## src/rtl/phy_lane_striper.sv

```systemverilog
// Round-robin lane striper: spreads valid words over the active lanes, diverts
// words to the recirculation output when no lane is active, and counts per-lane traffic.
module phy_lane_striper #(
    parameter  int LANES  = 2,
    parameter  int WORD_W = 32,
    parameter  int CNT_W  = 16,
    localparam int PTR_W  = $clog2(LANES)
) (
    input  logic                    clk_f,
    input  logic                    reset_L,
    input  logic [LANES-1:0]        active_lane,
    input  logic                    valid_in,
    input  logic [WORD_W-1:0]       data_in,
    output logic [LANES*WORD_W-1:0] data_out,
    output logic [LANES-1:0]        valid_out,
    output logic [WORD_W-1:0]       data_out_Recirc_Retorno,
    output logic                    valid_recirc,
    output logic [PTR_W-1:0]        lane_ptr,
    output logic [LANES*CNT_W-1:0]  word_count
);

    logic [LANES-1:0][WORD_W-1:0] lane_data_r;
    logic [LANES-1:0][CNT_W-1:0]  count_r;
    logic [LANES-1:0]             valid_out_r;
    logic [WORD_W-1:0]            recirc_data_r;
    logic                         valid_recirc_r;
    logic [PTR_W-1:0]             lane_ptr_r;

    logic                         any_active_s;
    logic [PTR_W-1:0]             target_s;
    logic [PTR_W-1:0]             next_ptr_s;
    logic                         count_sat_s;

    // Lane index successor, wrapping at LANES (which need not be a power of two).
    function automatic logic [PTR_W-1:0] wrap_inc(input logic [PTR_W-1:0] idx);
        logic [PTR_W-1:0] res;
        if (int'(idx) == LANES - 1) begin
            res = {PTR_W{1'b0}};
        end else begin
            res = idx + {{(PTR_W-1){1'b0}}, 1'b1};
        end
        return res;
    endfunction

    // First set mask bit at or after start, searching cyclically; start if none set.
    function automatic logic [PTR_W-1:0] first_set_from(input logic [LANES-1:0] mask,
                                                        input logic [PTR_W-1:0] start);
        logic [PTR_W-1:0] idx;
        logic [PTR_W-1:0] res;
        logic             found;
        idx   = start;
        res   = start;
        found = 1'b0;
        for (int k = 0; k < LANES; k++) begin
            if (!found && mask[idx]) begin
                res   = idx;
                found = 1'b1;
            end
            idx = wrap_inc(idx);
        end
        return res;
    endfunction

    // Lane selection and pointer advance from the same-cycle mask.
    always_comb begin
        any_active_s = |active_lane;
        target_s     = first_set_from(active_lane, lane_ptr_r);
        // Searching from t+1 over all lanes returns t itself when it is the only active lane.
        next_ptr_s   = first_set_from(active_lane, wrap_inc(target_s));
        count_sat_s  = (count_r[target_s] == {CNT_W{1'b1}});
    end

    // Datapath, pulses, pointer and counters; synchronous active-low reset.
    always_ff @(posedge clk_f) begin
        if (!reset_L) begin
            lane_data_r    <= {(LANES*WORD_W){1'b0}};
            count_r        <= {(LANES*CNT_W){1'b0}};
            valid_out_r    <= {LANES{1'b0}};
            recirc_data_r  <= {WORD_W{1'b0}};
            valid_recirc_r <= 1'b0;
            lane_ptr_r     <= {PTR_W{1'b0}};
        end else begin
            valid_out_r    <= {LANES{1'b0}};
            valid_recirc_r <= 1'b0;
            if (valid_in && any_active_s) begin
                lane_data_r[target_s] <= data_in;
                valid_out_r[target_s] <= 1'b1;
                lane_ptr_r            <= next_ptr_s;
                if (!count_sat_s) begin
                    count_r[target_s] <= count_r[target_s] + {{(CNT_W-1){1'b0}}, 1'b1};
                end else begin
                    count_r[target_s] <= count_r[target_s];
                end
            end else if (valid_in) begin
                recirc_data_r  <= data_in;
                valid_recirc_r <= 1'b1;
            end else begin
                lane_ptr_r <= lane_ptr_r;
            end
        end
    end

    assign data_out                = lane_data_r;
    assign valid_out               = valid_out_r;
    assign data_out_Recirc_Retorno = recirc_data_r;
    assign valid_recirc            = valid_recirc_r;
    assign lane_ptr                = lane_ptr_r;
    assign word_count              = count_r;

endmodule

```

## config.mk

```make
export PLATFORM = sky130hd
export DESIGN_NAME = phy_lane_striper
export DESIGN_NICKNAME = d
export VERILOG_FILES = /design/src/rtl/phy_lane_striper.sv
export SDC_FILE = /design/constraint.sdc
export NUM_CORES = 1
export LEC_CHECK = 0
export CAP_MARGIN = 20
export CORE_ASPECT_RATIO = 1.1
export CORE_UTILIZATION = 43
export CTS_CLUSTER_SIZE = 28
export DETAILED_ROUTE_END_ITERATION = 7
export GPL_TIMING_DRIVEN = 0
export MAX_ROUTING_LAYER = met4
export PLACE_DENSITY = 0.84
export SYNTH_ARGS = -nofsm -noshare
export SYNTH_HDL_FRONTEND = slang
export SYNTH_SLANG_ARGS = --single-unit
```

## constraint.sdc

```tcl
create_clock -name clk_f -period 2.95 [get_ports clk_f]
set_clock_uncertainty 0.2 [all_clocks]
set_input_delay 0.59 -clock clk_f [delete_from_list [all_inputs] [get_ports clk_f]]
set_output_delay 0.59 -clock clk_f [all_outputs]
set_load 0.01 [all_outputs]
```

==> flow_summary.toml <==
[timing]
setup-tns-final_ns = 0
slew_headroom = 0.585
setup_repair_after_global_routing_missed_its_margin = "false"
holdWs_ns = 0.261
hold_viol = 0
max_freq_ghz = 0.356
slew_violations = 0
fin_ws_ns = 0.139
tightestPinTransition_ns = 0.623
finalSetupViolCount = 0
finalCritPeriodShare = 0.953
timing.final.crit_period_ns = 2.81

[worst_setup_path]
regToRegStartpoint = "lane_ptr$_SDFFE_PN0P_"
worst-setup-path-type = "in2reg"
worstPathBufferInverterCount = 5
path_common_cell = "buf_6"
crit_chain = "buf_2 -> and2b_4 -> a21oi_4 -> buf_6 -> buf_6 -> buf_6 -> nand2_1 -> nand2_1 -> ha_1 -> o211a_4 -> o2111ai_1 -> clkbuf_4 -> and2_1 -> a31oi_1"
crit_path_from = "active_lane[0]"
timing.critical_path.slowest_cell_delay_ns = 0.23
timing.critical_path.from_type = "input port"
worst-r2r-setup-slack_ns = 0.16
crit_end_element = "register"
critical_path_arrival_ns = 2.96
worst_ep_required_time_ns = 3.10
worst_path_dominant_cell_family = "buffers and inverters"
cpMaxStageDelayCell = "and2b_4"
reg2regPathDepth = 12
reg2reg_to = "word_count[31]$_SDFFE_PN0P_"
crit_fanout = 10

[global_route]
grt_usage = 0.276
number_of_global_route_vias_before_repair = 5382
grt_overflow = 0
initial_antenna_violation_count = 0
grt_first_pass_wirelength_um = 28000
largest_net_degree_at_the_start_of_global_routing = 17

[power_and_ir_drop]
power-per-cell-area_mw_per_mm2 = 551
vdd_drop_max_v = 0.000384
total_power_mw = 4.50
p_leak_nw = 2.88

[cts]
clock_tree.buffer_depth = 2
clock_tree_from_tritoncts = "yes"
clock_insertion_delay_worst_skew_ns = 0.43
clk_root_buffer_cell = "clkbuf_16"
h-tree-depth = 4
cts.reportedPaths.clkPinSlew_ns = 0.06
cts-hold-fix-buffers = 0
cts_num_sinks = 132
cts_buf_count = 17

[hold_path]
start_point_of_the_worst_hold_path = "data_out[13]$_SDFFE_PN0P_"
min_to = "data_out[13]$_SDFFE_PN0P_"
hold-path-cell-count = 2
min-delay-path-class = "reg2reg"

[synthesis]
synth.cell_area_mm2 = 0.00565
synth_warnings = 0
yosysSeqAreaShare = 0.467
synth-edff-count = 0
yosys_register_bits = 132
postSynth.asyncResetShare = 0
yosys_most_used_dff = "dfxtp_1"
synth_area_per_cell_um2 = 8.20
synthCells = 689
yosysUniqueCellTypes = 47
synth_nets = 727

[run_status]
run_status = "finished, violations left"
violations = "design-rule violations"

[final_layout]
syn_to_final_growth_pct = 44.6
post_route_cells_drive_above_1_share = 0.0707
most-common-layout-cells = "nand2_1, clkdlybuf4s50_1, dfxtp_1"
n_fill_cell = 1087
mostFrequentLayoutCell = "nand2_1"
area_of_all_placed_cells_without_fillers_mm2 = 0.00817
design.final.nets = 916
antennaDiodeCount = 0

[routing]
antenna_left = 0
drt-wirelength-per-cell_um = 16.9
drc = 14
via_count = 5722
avgViaCountPerCell = 5.46
total_routed_length_um = 17800
detailedRoute.firstPassIterationCount = 7
dr.first_iter.drc_count = 409

[floorplanning]
starting_density_of_the_core = 0.445
die-width_um = 111
coreArea_mm2 = 0.0127
io_count = 169
fp.dieArea_mm2 = 0.0136
die_ht_um = 122
row_count = 43

[placement]
gp_congestion = 0.968
port_buffers = 168
dpl-instance-area_mm2 = 0.00756
detailedPlacementHpwl_um = 12600
dp_slack_ns = -1.18

[flow_run]
maxCapViolations = 0
==> worst register-to-register path: stages, from the launching register on <==
cell       delay, ns
dfxtp_1         0.57
a21oi_4         0.11
buf_6           0.15
buf_6           0.14
buf_6           0.16
nand2_1         0.07
nand2_1         0.07
ha_1            0.23
o211a_4         0.18
o2111ai_1       0.14
clkbuf_4        0.23
and2_1          0.29
a31oi_1         0.13
==> cell usage after synthesis, drive strengths merged (3+ instances only) <==
cell type  number  share of area
mux2            5          0.010
o21ai          24          0.021
nor3            5         0.0044
xnor2           7          0.011
a21oi           8         0.0077
o2111ai         6         0.0093
nand2         227           0.15
or4             3         0.0046
a21boi         98           0.13
dfxtp         132           0.47
buf             9         0.0073
clkbuf         39          0.026
inv             6         0.0040
and4            4         0.0062
nand4           5         0.0055
mux2i          11          0.019
a31oi          13          0.014
and3            3         0.0033
o221a           4         0.0080
o31ai           7         0.0093
nor2b           3         0.0033
a21o            4         0.0053
nor2           13         0.0086
o211ai          4         0.0053
nand3          23          0.020
and2            6         0.0066
==> cell type report <==
cell class	instances	area (um2)	share of cell area
multi-input combinational	503	2840	0.347
sequential	132	2640	0.323
timing repair buffer	171	1690	0.207
clock buffer	19	443	0.0542
buffer	47	214	0.0262
tap	157	196	0.0240
clock inverter	13	126	0.0155
inverter	6	22.5	0.00276
==> where the power goes <==
group / internal [mW] / switching (mW) / total [mW]
Combinational: 0.270 / 0.289 / 0.559
Sequential: 1.86 / 0.0582 / 1.92
Clock: 1.19 / 0.836 / 2.03
==> cell families (layout without fill, tap and decap cells) <==
family | Yosys count | after routing | synth area share
buffers and inverters | 54 | 256 | 0.0372
AO/OA/AOI/OAI | 177 | 177 | 0.224
multiplexers | 16 | 16 | 0.0294
XOR/XNOR | 7 | 7 | 0.0108
AND/OR/NAND/NOR | 302 | 302 | 0.229
adder cells (fa/ha/maj) | 1 | 1 | 0.00221
flip-flops | 132 | 132 | 0.467
==> through the flow <==
stage	util	instances
global placement	0.595	1014
finish	0.644	1048
CTS	0.644	1048
floorplan	-	689
global route	0.644	1048
detailed placement	0.595	1014
==> how the worst max path moves through the flow <==
| stage | slack, ns | endpoint | cells past startpoint |
|---|---|---|---|
| 2_1_floorplan | 0.02 | word_count[28]$_SDFFE_PN0P_ | 12 |
| 3_3_place_gp | -1.14 | word_count[0]$_SDFFE_PN0P_ | 13 |
| 3_5_place_dp | -1.18 | word_count[0]$_SDFFE_PN0P_ | 13 |
| 4_1_cts | 0.02 | word_count[0]$_SDFFE_PN0P_ | 13 |
| 5_1_grt | 0.02 | word_count[7]$_SDFFE_PN0P_ | 7 |
| 6_report | 0.14 | word_count[29]$_SDFFE_PN0P_ | 14 |
==> registers in the layout, summed over array words and instances, names as in the netlist <==
register,cells
data_out,64
data_out_Recirc_Retorno,32
word_count,32
valid_out,2
lane_ptr,1
valid_recirc,1
==> metal layers <==
layer / vias up / share of wire / track usage
li1: 2755 / - / -
met1: 2619 / 0.40 / 0.323
met2: 290 / 0.48 / 0.437
met3: 58 / 0.082 / 0.0780
met5: - / 0 / -
met4: 0 / 0.038 / 0.139
==> repair_timing <==
action,in CTS,in global routing
setup endpoints to repair,32,21
resized for setup,13,8
pin swaps,1,0
setup buffers,3,0
(Power assumes the default switching activity.)
